### config.mk
export PLATFORM = sky130hd
export DESIGN_NAME = sevenseg_mux_driver
export DESIGN_NICKNAME = d
export VERILOG_FILES = /design/src/rtl/sevenseg_mux_driver.sv
export SDC_FILE = /design/constraint.sdc
export NUM_CORES = 1
export LEC_CHECK = 0
export BUFFER_PORTS_ARGS = -buffer_cell sky130_fd_sc_hd__buf_2
export CAP_MARGIN = 20
export CORE_ASPECT_RATIO = 0.8
export CORE_MARGIN = 2
export CORE_UTILIZATION = 50
export DETAILED_ROUTE_END_ITERATION = 7
export GPL_TIMING_DRIVEN = 0
export PLACE_DENSITY = 0.7
export SLEW_MARGIN = 20
export SYNTH_ARGS = -nofsm -noshare
export SYNTH_HDL_FRONTEND = slang
export SYNTH_SLANG_ARGS = --single-unit
### constraint.sdc
create_clock -name clk -period 3.7 [get_ports clk]
set_clock_uncertainty 0.1 [all_clocks]
set_input_delay 0.37 -clock clk [delete_from_list [all_inputs] [get_ports clk]]
set_output_delay 0.37 -clock clk [all_outputs]
set_load 0.03 [all_outputs]
### src/rtl/sevenseg_mux_driver.sv
// Time-multiplexed hex driver for N common-anode seven-segment digits on a shared
// active-low segment bus, with frame-aligned double buffering of display data.
module sevenseg_mux_driver #(
  parameter int N_DIGITS    = 8,
  parameter int REFRESH_DIV = 100000
) (
  input  logic                  clk,
  input  logic                  reset,
  input  logic [4*N_DIGITS-1:0] value,
  input  logic [N_DIGITS-1:0]   dp_en,
  input  logic [N_DIGITS-1:0]   digit_en,
  input  logic                  lz_blank,
  input  logic                  load,
  output logic [7:0]            segments,
  output logic [N_DIGITS-1:0]   anodes,
  output logic                  frame_done
);

  localparam int CNT_W = (REFRESH_DIV > 1) ? $clog2(REFRESH_DIV) : 1;
  localparam int IDX_W = (N_DIGITS > 1) ? $clog2(N_DIGITS) : 1;
  localparam logic [CNT_W-1:0] DIV_LAST = CNT_W'(REFRESH_DIV - 1);
  localparam logic [IDX_W-1:0] IDX_LAST = IDX_W'(N_DIGITS - 1);

  logic [CNT_W-1:0]      div_cnt_q, div_cnt_d;
  logic [IDX_W-1:0]      digit_idx_q, digit_idx_d;
  logic                  frame_done_q;

  logic [4*N_DIGITS-1:0] pend_value_q, pend_value_d;
  logic [N_DIGITS-1:0]   pend_dp_q, pend_dp_d;
  logic [N_DIGITS-1:0]   pend_en_q, pend_en_d;
  logic                  pend_lz_q, pend_lz_d;
  logic                  pend_valid_q, pend_valid_d;

  logic [4*N_DIGITS-1:0] act_value_q, act_value_d;
  logic [N_DIGITS-1:0]   act_dp_q, act_dp_d;
  logic [N_DIGITS-1:0]   act_en_q, act_en_d;
  logic                  act_lz_q, act_lz_d;

  logic [7:0]            segments_q, segments_d;
  logic [N_DIGITS-1:0]   anodes_q, anodes_d;

  logic                  tick, wrap;
  logic                  zero_run;
  logic [N_DIGITS-1:0]   supp, lit, sel;
  logic [3:0]            cur_nib;
  logic                  cur_dp, cur_lit;

  // Active-low glyphs {a,b,c,d,e,f,g,dp}, dp bit left off.
  function automatic logic [7:0] hex_to_seg(input logic [3:0] nib);
    logic [7:0] s;
    case (nib)
      4'h0: s = 8'h03;
      4'h1: s = 8'h9F;
      4'h2: s = 8'h25;
      4'h3: s = 8'h0D;
      4'h4: s = 8'h99;
      4'h5: s = 8'h49;
      4'h6: s = 8'h41;
      4'h7: s = 8'h1F;
      4'h8: s = 8'h01;
      4'h9: s = 8'h09;
      4'hA: s = 8'h11;
      4'hB: s = 8'hC1;
      4'hC: s = 8'h63;
      4'hD: s = 8'h85;
      4'hE: s = 8'h61;
      default: s = 8'h71;
    endcase
    return s;
  endfunction

  function automatic logic [7:0] apply_dp(input logic [7:0] glyph, input logic dp);
    return {glyph[7:1], glyph[0] & ~dp};
  endfunction

  // Refresh scan: one slot of REFRESH_DIV cycles per digit.
  always_comb begin
    tick        = (div_cnt_q == DIV_LAST);
    wrap        = tick && (digit_idx_q == IDX_LAST);
    div_cnt_d   = tick ? '0 : div_cnt_q + 1'b1;
    digit_idx_d = digit_idx_q;
    if (tick) begin
      digit_idx_d = (digit_idx_q == IDX_LAST) ? '0 : digit_idx_q + 1'b1;
    end
  end

  // Pending/active buffers: the active copy only moves at a frame boundary,
  // and a load landing on that boundary bypasses the pending stage.
  always_comb begin
    pend_value_d = pend_value_q;
    pend_dp_d    = pend_dp_q;
    pend_en_d    = pend_en_q;
    pend_lz_d    = pend_lz_q;
    pend_valid_d = pend_valid_q;
    act_value_d  = act_value_q;
    act_dp_d     = act_dp_q;
    act_en_d     = act_en_q;
    act_lz_d     = act_lz_q;
    if (load) begin
      pend_value_d = value;
      pend_dp_d    = dp_en;
      pend_en_d    = digit_en;
      pend_lz_d    = lz_blank;
      pend_valid_d = 1'b1;
    end
    if (wrap) begin
      if (load) begin
        act_value_d = value;
        act_dp_d    = dp_en;
        act_en_d    = digit_en;
        act_lz_d    = lz_blank;
      end else if (pend_valid_q) begin
        act_value_d = pend_value_q;
        act_dp_d    = pend_dp_q;
        act_en_d    = pend_en_q;
        act_lz_d    = pend_lz_q;
      end
      pend_valid_d = 1'b0;
    end
  end

  // Leading-zero run scanned from the most significant digit down.
  always_comb begin
    zero_run = 1'b1;
    supp     = '0;
    for (int i = N_DIGITS - 1; i >= 0; i--) begin
      zero_run = zero_run && (act_value_q[4*i +: 4] == 4'h0);
      supp[i]  = act_lz_q && (i > 0) && zero_run;
    end
    lit = act_en_q & ~supp;
  end

  always_comb begin
    sel     = '0;
    cur_nib = 4'h0;
    cur_dp  = 1'b0;
    cur_lit = 1'b0;
    for (int i = 0; i < N_DIGITS; i++) begin
      if (digit_idx_q == IDX_W'(i)) begin
        sel[i]  = 1'b1;
        cur_nib = act_value_q[4*i +: 4];
        cur_dp  = act_dp_q[i];
        cur_lit = lit[i];
      end
    end
  end

  // The tick cycle is a dead cycle so the old and new digit never overlap.
  always_comb begin
    segments_d = 8'hFF;
    anodes_d   = '1;
    if (!tick && cur_lit) begin
      segments_d = apply_dp(hex_to_seg(cur_nib), cur_dp);
      anodes_d   = ~sel;
    end
  end

  always_ff @(posedge clk) begin
    if (reset) begin
      div_cnt_q    <= '0;
      digit_idx_q  <= '0;
      frame_done_q <= 1'b0;
      pend_value_q <= '0;
      pend_dp_q    <= '0;
      pend_en_q    <= '1;
      pend_lz_q    <= 1'b0;
      pend_valid_q <= 1'b0;
      act_value_q  <= '0;
      act_dp_q     <= '0;
      act_en_q     <= '1;
      act_lz_q     <= 1'b0;
      segments_q   <= 8'hFF;
      anodes_q     <= '1;
    end else begin
      div_cnt_q    <= div_cnt_d;
      digit_idx_q  <= digit_idx_d;
      frame_done_q <= wrap;
      pend_value_q <= pend_value_d;
      pend_dp_q    <= pend_dp_d;
      pend_en_q    <= pend_en_d;
      pend_lz_q    <= pend_lz_d;
      pend_valid_q <= pend_valid_d;
      act_value_q  <= act_value_d;
      act_dp_q     <= act_dp_d;
      act_en_q     <= act_en_d;
      act_lz_q     <= act_lz_d;
      segments_q   <= segments_d;
      anodes_q     <= anodes_d;
    end
  end

  assign segments   = segments_q;
  assign anodes     = anodes_q;
  assign frame_done = frame_done_q;

endmodule

==> results of run 1 <==
cells by family (layout without fill, tap and decap cells):
kind of cell / after synthesis / after routing
xor gates and xnor gates: 14 / 14
buffers and inverters: 63 / 160
and+or+nand+nor: 226 / 226
muxes: 53 / 53
adders and majority gates: 13 / 13
AOI/OAI and AO/OA: 119 / 119
DFF: 136 / 136
stage by stage:
step	setup slack [ns]	instance area [um2]
2_1_floorplan	0.9639	5724
3_5_place_dp	0.2781	6235
5_1_grt	0.1489	6820
4_1_cts	0.2726	6817
3_3_place_gp	0.3415	6235
6_report	0.3025	6820
report_power, final:
part / total, mW / internal (mW) / switching (mW)
Clock: 1.65 / 1.05 / 0.600
Combinational: 0.164 / 0.0647 / 0.0989
Sequential: 1.52 / 1.50 / 0.0135
worst register-to-register path, cell delays in order, from the launching register on:
cell	delay [ns]
dfxtp_1	0.37
inv_1	0.09
clkbuf_1	0.42
ha_1	0.30
clkbuf_1	0.44
nand2_1	0.10
a311oi_1	0.35
a221o_1	0.33
inv_1	0.16
ha_1	0.33
o21ai_0	0.08
o21ai_0	0.11
o211ai_2	0.09
repair_timing:
| item | in CTS | in global routing |
|---|---|---|
| hold buffers | 0 | 0 |
| resized for setup | 0 | 1 |
| buffers inserted | 0 | 0 |
| endpoints found under the setup margin | 0 | 3 |
per-layer routing:
metal | global-route usage [%] | vias to the layer above
met2 | 34.49 | 150
met3 | 6.250 | 15
li1 | - | 2367
met1 | 33.49 | 2229
met5 | 0 | -
met4 | 7.430 | 0
Yosys cell counts (all sizes together), types with 2 or more instances:
master  count  area (um2)
inv        19       71.32
or3         3       18.77
nand3b      5       37.54
a21o        2       15.01
a311oi      3       32.53
a221oi      4       35.03
mux2i      52       520.5
o211ai     16       130.1
nor2b       6       37.54
dfxtp     136        2723
nand3      28       140.1
nor2      117       439.2
a21oi      21       108.9
nor3        4       20.02
buf        24       123.9
a211o       2       17.52
o211a       3       30.03
o21ai      10       50.05
clkbuf     19       72.56
a211oi     44       330.3
and3        5       31.28
a311o       2       20.02
o22ai       3       18.77
or4         3       26.27
or2         2       12.51
ha         13       162.7
a22oi       2       15.01
nand2      38       142.6
nor4        7       58.81
xor2        6       52.55
nand4       2       12.51
xnor2       8       70.07
registers in the layout (all words and copies together), names as in the netlist, 8 cells and up:
register      flops
div_cnt_q        17
act_value_q      32
act_dp_q          8
pend_value_q     32
anodes            8
pend_en_q         8
act_en_q          8
segments          8
pend_dp_q         8
final timing paths:
kind / start / slack [ns] / end
worst max-delay path: digit_idx_q[2] / 0.30 / segments[4]
worst min-delay path: digit_en[6] / 0.11 / pend_en_q[6]
worst max register to register: digit_idx_q[2] / 0.30 / segments[4]
worst min register to register: pend_en_q[6] / 0.38 / pend_en_q[6]
cell type report:
cell class / count / share of cell area [%]
tap: 144 / 2.642
clock inverter: 9 / 1.431
inverter: 20 / 1.101
timing repair buffer: 66 / 4.843
clock buffer: 22 / 7.100
sequential: 136 / 39.92
buffer: 43 / 2.880
multi-input combinational: 425 / 40.08
==> impl_metrics.py, run 1 <==
metrics = {
    "yosys": {
        "synth_xor_area_share_pct": 2.142,
        "synth_edf_count": 0,
        "synthMuxAreaShare_pct": 9.290,
        "synth_compound_area_share_pct": 15.48,
        "synth_cells": 624,
        "yosys_warnings": 0,
        "yosysSeqAreaShare_pct": 47.56,
        "yosys_most_used_dff": "dfxtp_1",
        "ys_ff_latch": 136,
        "synthAdderAreaFrac_pct": 2.842,
        "synthArstFlopShare_pct": 0,
        "ys_types": 56,
        "avgSynthCellArea_um2": 9.173,
        "syn_nets": 689,
        "synth_top_family_by_area": "simple AND/OR/NAND/NOR gates",
        "syn-cell-area_um2": 5724,
        "synth-simple-area-share_pct": 17.95,
    },
    "cts": {
        "clock_sinks": 136,
        "cts_made_buffers": 17,
        "clk_pin_slew_worst_paths_ns": 0.06,
        "clk_latency_ns": 0.41,
        "cts_buffer_depth": 2,
        "cts_tree": "done",
        "cts_root_buf": "clkbuf_16",
        "cts.htree.levels": 4,
    },
    "place": {
        "gp_congestion": 0.8912,
        "port_buffers": 66,
        "dp.cells": 834,
        "dp_hpwl_um": 10210,
    },
    "power": {
        "p_leak_nw": 2.781,
        "ir_drop_mv": 0.4192,
        "finalPower_mw": 3.333,
        "power-per-cell-area_nw_per_um2": 488.6,
    },
    "worst_hold_path": {
        "hp-class": "input port to flip-flop",
        "hold_path_depth": 3,
    },
    "die": {
        "die_x_um": 123.6,
        "die_h_um": 99.70,
        "rows": 34,
        "io_pins": 69,
        "fp.dieArea_um2": 12330,
        "core_um2": 11020,
        "start_util_pct": 51.95,
    },
    "timing": {
        "drv_slew": 0,
        "layout_worst_path_cycle_share_pct": 91.83,
        "period_needed_ns": 3.398,
        "finalHoldWorstSlack_ns": 0.1086,
        "relSlewSlack_pct": 50.13,
        "setup_viol": 0,
        "fin_tns_setup_ns": 0,
        "max_freq_mhz": 294.3,
        "finalHoldViolCount": 0,
        "rsz0062_at_grt": "false",
        "max_slew.worst_pin.slew_ns": 0.7480,
    },
    "worst_setup_path": {
        "crit_path_end_kind": "flip-flop",
        "worst-r2r-cell-count": 12,
        "crit_buf_inv": 4,
        "crit_slowest_cell": "clkbuf_1",
        "critPathRequiredTime_ns": 3.88,
        "path_depth": 12,
        "path_cells": "inv_1 > clkbuf_1 > ha_1 > clkbuf_1 > nand2_1 > a311oi_1 > a221o_1 > inv_1 > ha_1 > o21ai_0 > o21ai_0 > o211ai_2",
        "arrival_ns": 3.58,
        "crit_fanout": 10,
        "cp_top_family": "buffers and inverters",
        "critPathMaxStageDelay_ns": 0.44,
        "criticalPathCategory": "flip-flop to flip-flop",
        "startpoint_type": "flip-flop",
    },
    "grt": {
        "overflow": 0,
        "grt_max_degree": 17,
        "grt_pass1_wl_um": 22320,
        "track_usage_pct": 23.45,
        "antenna_found_initial": 0,
        "grt_pass1_vias": 4567,
    },
    "cells_and_area": {
        "fin_util_pct": 61.90,
        "finalNetCount": 774,
        "regArea_um2": 2723,
        "multi_input_area_um2": 2734,
        "layout_common_cells": "dfxtp_1 (136), nor2_1 (117), buf_2 (75)",
        "antenna_cells": 0,
        "layout_commonest_cell": "dfxtp_1",
        "area.growth.synth_to_final_pct": 19.15,
        "drive_gt1_share_pct": 17.20,
        "n_fill_cell": 925,
        "stdcell_count": 865,
    },
    "drt": {
        "top_layer_used": "met4",
        "avgViaCountPerCell": 5.504,
        "drtPass1Iterations": 7,
        "first_iter_violations": 280,
        "vias": 4761,
        "met1Wirelength_um": 6694,
        "drtAntennaViolNets": 0,
        "wirelength_um": 13660,
        "drc": 0,
        "dr_wl_met2_um": 5902,
        "met3_length_um": 915,
        "avgRoutedWirePerCell_um": 15.79,
    },
    "run_status": {
        "status": "complete, no violations",
    },
    "run": {
        "maxCapViolations": 0,
    },
}
Power figures use the tool's default switching activity.
==> run 2, diff against run 1 <==
- REMOVE_ABC_BUFFERS: default -> 1
==> run 2 against run 1 <==
Compared with the run above: sequential power hardly changed; final cell count shrank 4.4%; via count is 2.2% lower; worst setup slack worse by 0.015 ns; global-route usage is 2.1 points lower; clock power rose by 5%; count of clock-buffer cells in the layout up 3; sequential cell count stayed put; core utilization fell by 0.55 points; total power is 2.6% higher; combinational power decreased by 4%.
==> impl_metrics.py, run 2 (synthesis gave the netlist of run 1 again) <==
metrics = {
    "grt": {
        "grt_max_degree": 81,
        "track_usage_pct": 21.39,
        "grt_pass1_vias": 4391,
        "overflow": 0,
        "grt_pass1_wl_um": 20750,
        "antenna_found_initial": 0,
    },
    "place": {
        "port_buffers": 68,
        "dp_hpwl_um": 8356,
        "gp_congestion": 0.8636,
    },
    "worst_hold_path": {
        "hp-class": "input port to flip-flop",
        "hold_path_end": "pend_en_q[5]",
        "hold_path_depth": 3,
        "holdCritStartpoint": "digit_en[5]",
    },
    "timing": {
        "max_freq_mhz": 293.0,
        "drv_slew": 0,
        "rsz0062_at_grt": "false",
        "setup_viol": 0,
        "finalHoldWorstSlack_ns": 0.1178,
        "layout_worst_path_cycle_share_pct": 92.23,
        "fin_tns_setup_ns": 0,
        "finalHoldViolCount": 0,
        "relSlewSlack_pct": 26.63,
        "period_needed_ns": 3.413,
        "max_slew.worst_pin.slew_ns": 1.097,
    },
    "die": {
        "io_pins": 69,
        "core_um2": 11020,
        "fp.dieArea_um2": 12330,
        "die_x_um": 123.6,
        "start_util_pct": 51.95,
        "rows": 34,
        "die_h_um": 99.70,
    },
    "cts": {
        "cts.htree.levels": 4,
        "clk_latency_ns": 0.41,
        "cts_made_buffers": 17,
        "cts_buffer_depth": 2,
        "post_cts.repair.setup_buffers": 0,
        "clock_sinks": 136,
        "holdBufCountCts": 0,
        "cts_root_buf": "clkbuf_16",
        "clk_pin_slew_worst_paths_ns": 0.06,
        "cts_tree": "done",
    },
    "drt": {
        "avgRoutedWirePerCell_um": 14.94,
        "wirelength_um": 12350,
        "vias": 4658,
        "drc": 0,
        "drtAntennaViolNets": 0,
        "avgViaCountPerCell": 5.632,
        "first_iter_violations": 247,
        "drtPass1Iterations": 5,
    },
    "cells_and_area": {
        "antenna_cells": 0,
        "layout_commonest_cell": "dfxtp_1",
        "area.growth.synth_to_final_pct": 18.10,
        "finalNetCount": 736,
        "drive_gt1_share_pct": 16.84,
        "layout_common_cells": "dfxtp_1 (135), nor2_1 (117), buf_2 (66)",
        "n_fill_cell": 960,
        "reg_top3": "act_value_q: 32 flops, pend_value_q: 32 flops, div_cnt_q: 17 flops",
        "fin_util_pct": 61.36,
    },
    "power": {
        "power-per-cell-area_nw_per_um2": 505.8,
        "ir_drop_mv": 0.4039,
        "p_leak_nw": 2.705,
        "finalPower_mw": 3.419,
    },
    "worst_setup_path": {
        "r2r-start": "digit_idx_q[2]",
        "critPathRequiredTime_ns": 3.85,
        "reg2reg_to": "segments[4]",
        "startpoint_type": "flip-flop",
        "r2r_slack_ns": 0.29,
        "crit_path_end_kind": "flip-flop",
        "criticalPathCategory": "flip-flop to flip-flop",
        "arrival_ns": 3.56,
        "worst-r2r-cell-count": 11,
        "crit_fanout": 17,
    },
    "run": {
        "maxCapViolations": 0,
    },
    "run_status": {
        "status": "complete, no violations",
    },
}
run 2: where the power goes:
group | internal [mW] | switching, mW
combinational | 0.0647 | 0.0921
clock | 1.15 | 0.598
sequential | 1.50 | 0.0136
total | 2.72 | 0.704
run 2: worst max path at each step:
stage              startpoint           to  cells after the start
4_1_cts        digit_idx_q[2]  segments[5]                      9
5_1_grt        digit_idx_q[2]  segments[4]                     11
2_1_floorplan    div_cnt_q[0]  act_dp_q[0]                      7
3_5_place_dp   digit_idx_q[2]  segments[5]                      8
3_3_place_gp   digit_idx_q[2]  segments[5]                      8
6_report       digit_idx_q[2]  segments[4]                     11
run 2: worst max-delay path: stages, from the launching register on:
cell and delay (ns):
dfxtp_2 0.53, inv_1 0.28, ha_2 0.35, or2_2 0.35
a211o_1 0.25, a311oi_1 0.32, a221o_1 0.31, inv_1 0.14
ha_1 0.32, o21ai_0 0.08, o21ai_0 0.12, o211ai_2 0.10
run 2: area by class of cell:
type                            count  area (um2)  area share, %
Sequential cell                   136        2724          40.29
Tap cell                          144       180.2          2.665
Timing Repair Buffer               71       407.9          6.034
Clock buffer                       25       505.5          7.477
Clock inverter                      6       112.6          1.666
Multi-Input combinational cell    425        2755          40.76
Inverter                           20       75.07          1.110
run 2: routing by layer:
layer  wire length, um  GRT usage, %
met1              5903         28.21
met2              5580         33.52
met3               673         5.677
met4               195         8.217
met5                 0             0
run 2: repair_timing:
action,4_1_cts,5_1_grt
pin swaps,0,0
setup endpoints to repair,15,5
gates resized for setup,2,2
run 2: metrics by stage:
step	cell area [um2]	cells	worst slack [ns]
after floorplan	5528	581	0.4893
after global placement	6048	793	-0.2820
after detailed placement	6116	795	-0.2820
after CTS	6746	826	0.2190
after global routing	6760	827	0.02082
final	6760	827	0.2874
==> run 3, diff against run 2 <==
- RECOVER_POWER: default -> 25
- SLEW_MARGIN: 20 -> default
==> run 3 against run 2 <==
Compared with the run above: first-iteration DRC count rose by 15%; core utilization fell by 0.73 points; count of clock-buffer cells in the layout fell by 6; worst setup slack improved by 0.021 ns; non-clock buffer count rose by 3; critical path depth fell by 1; sequential power barely moved; register-to-register slack improved by 0.02 ns; sequential share of layout area rose by 0.48 points; via count fell by 1.7%; global-route usage fell by 0.19 points; critical path type unchanged; largest cell class unchanged; largest power group unchanged.
==> impl_metrics.py, run 3 (synthesis gave the netlist of run 1 again) <==
metrics = {
    "run_status": {
        "status": "complete, no violations",
    },
    "cts": {
        "clk_latency_ns": 0.42,
        "clk_pin_slew_worst_paths_ns": 0.06,
        "cts_root_buf": "clkbuf_16",
        "holdBufCountCts": 0,
        "clock_sinks": 136,
        "cts.htree.levels": 4,
        "cts_made_buffers": 17,
        "cts_buffer_depth": 2,
        "cts_tree": "done",
    },
    "worst_setup_path": {
        "critPathCapture": "segments[4]",
        "crit_path_end_kind": "flip-flop",
        "criticalPathCategory": "flip-flop to flip-flop",
        "r2r_slack_ns": 0.31,
        "critPathRequiredTime_ns": 3.85,
        "worst-r2r-cell-count": 10,
        "r2r-start": "digit_idx_q[0]",
        "crit_fanout": 27,
        "reg2reg_to": "segments[4]",
        "startpoint_type": "flip-flop",
        "arrival_ns": 3.55,
        "crit_start": "digit_idx_q[0]",
    },
    "grt": {
        "track_usage_pct": 21.20,
        "grt_pass1_vias": 4346,
        "grt_max_degree": 88,
        "grt_pass1_wl_um": 20560,
        "overflow": 0,
        "antenna_found_initial": 0,
    },
    "timing": {
        "rsz0062_at_grt": "false",
        "setup_viol": 0,
        "drv_slew": 0,
        "max_freq_mhz": 294.9,
        "relSlewSlack_pct": 2.971,
        "layout_worst_path_cycle_share_pct": 91.66,
        "period_needed_ns": 3.391,
        "fin_tns_setup_ns": 0,
        "max_slew.worst_pin.slew_ns": 1.455,
        "finalHoldViolCount": 0,
    },
    "cells_and_area": {
        "stdcell_count": 831,
        "reg_top3": "act_value_q: 32 flops, pend_value_q: 32 flops, div_cnt_q: 17 flops",
        "layout_common_cells": "dfxtp_1 (135), nor2_1 (117), mux2i_1 (52)",
        "layout_commonest_cell": "dfxtp_1",
        "finalNetCount": 739,
        "drive_gt1_share_pct": 15.28,
        "area.growth.synth_to_final_pct": 16.70,
        "antenna_cells": 0,
    },
    "die": {
        "die_h_um": 99.70,
        "core_um2": 11020,
        "rows": 34,
        "start_util_pct": 51.95,
        "fp.dieArea_um2": 12330,
        "io_pins": 69,
        "die_x_um": 123.6,
    },
    "drt": {
        "avgRoutedWirePerCell_um": 14.76,
        "drtAntennaViolNets": 0,
        "drc": 0,
        "avgViaCountPerCell": 5.509,
        "drtPass1Iterations": 5,
        "vias": 4578,
        "first_iter_violations": 283,
        "wirelength_um": 12270,
    },
    "place": {
        "dp_hpwl_um": 8348,
        "dp.cells": 794,
        "port_buffers": 68,
        "gp_congestion": 0.8636,
    },
    "power": {
        "p_leak_nw": 2.647,
        "power-per-cell-area_nw_per_um2": 492.6,
        "ir_drop_mv": 0.4599,
    },
    "run": {
        "maxCapViolations": 0,
    },
    "worst_hold_path": {
        "hp-class": "input port to flip-flop",
    },
}
-- run 3: metrics by stage --
| stage | hold slack (ns) | utilization [%] | total power, mW | cell area, um2 | setup slack [ns] |
|---|---|---|---|---|---|
| 6_report | 0.09613 | 60.63 | 3.290 | 6680 | 0.3085 |
| 5_1_grt | 0.1095 | 60.63 | 3.390 | 6680 | 0.01140 |
| 4_1_cts | 0.08954 | 60.50 | 3.305 | 6666 | 0.1874 |
| 3_5_place_dp | 0.3549 | 55.17 | 1.704 | 6078 | -0.2854 |
| 3_3_place_gp | 0.3578 | 54.89 | 1.698 | 6048 | -0.2820 |
| 2_1_floorplan | 0.3379 | - | 1.623 | 5528 | 0.4893 |
-- run 3: layer usage --
metal / GRT usage, % / vias up / wire length (um)
met4: 9.091 / 0 / 238
met5: 0 / - / 0
li1: - / 2306 / -
met1: 27.78 / 2124 / 5964
met3: 6.422 / 30 / 590
met2: 32.38 / 118 / 5474
-- run 3: final cells by class --
type,count,area [um2]
fill,942,4338
multi-input combinational,425,2755
sequential,136,2724
clock buffer,19,452.9
timing repair buffer,74,366.6
tap,144,180.2
clock inverter,13,122.6
inverter,20,78.83
-- run 3: worst min-delay path by stage --
| stage | startpoint | to | slack (ns) | depth (start not counted) |
|---|---|---|---|---|
| after detailed placement | pend_en_q[3] | pend_en_q[3] | 0.35 | 2 |
| after global routing | digit_en[2] | pend_en_q[2] | 0.11 | 3 |
| after global placement | pend_en_q[6] | pend_en_q[6] | 0.36 | 2 |
| after CTS | digit_en[2] | pend_en_q[2] | 0.09 | 3 |
| after floorplan | pend_en_q[0] | pend_en_q[0] | 0.34 | 2 |
| final | digit_en[2] | pend_en_q[2] | 0.1 | 3 |
-- run 3: repair_timing --
| item | in CTS | in global routing |
|---|---|---|
| resized for setup | 2 | 3 |
| buffers inserted | 0 | 3 |
| endpoints found under the setup margin | 15 | 7 |
-- run 3: report_power, final --
group	switching, mW	internal, mW	total [mW]
Combinational	0.0917	0.0626	0.154
Clock	0.655	0.964	1.62
Sequential	0.0132	1.50	1.52
Total	0.760	2.53	3.29
-- run 3: critical path, cell delays in order (launching register included) --
cell	delay, ns
dfxtp_1	0.42
ha_1	0.77
a21oi_1	0.18
a211o_1	0.33
a311oi_1	0.33
a221o_1	0.32
inv_1	0.15
ha_1	0.32
o21ai_0	0.08
o21ai_0	0.11
o211ai_2	0.10
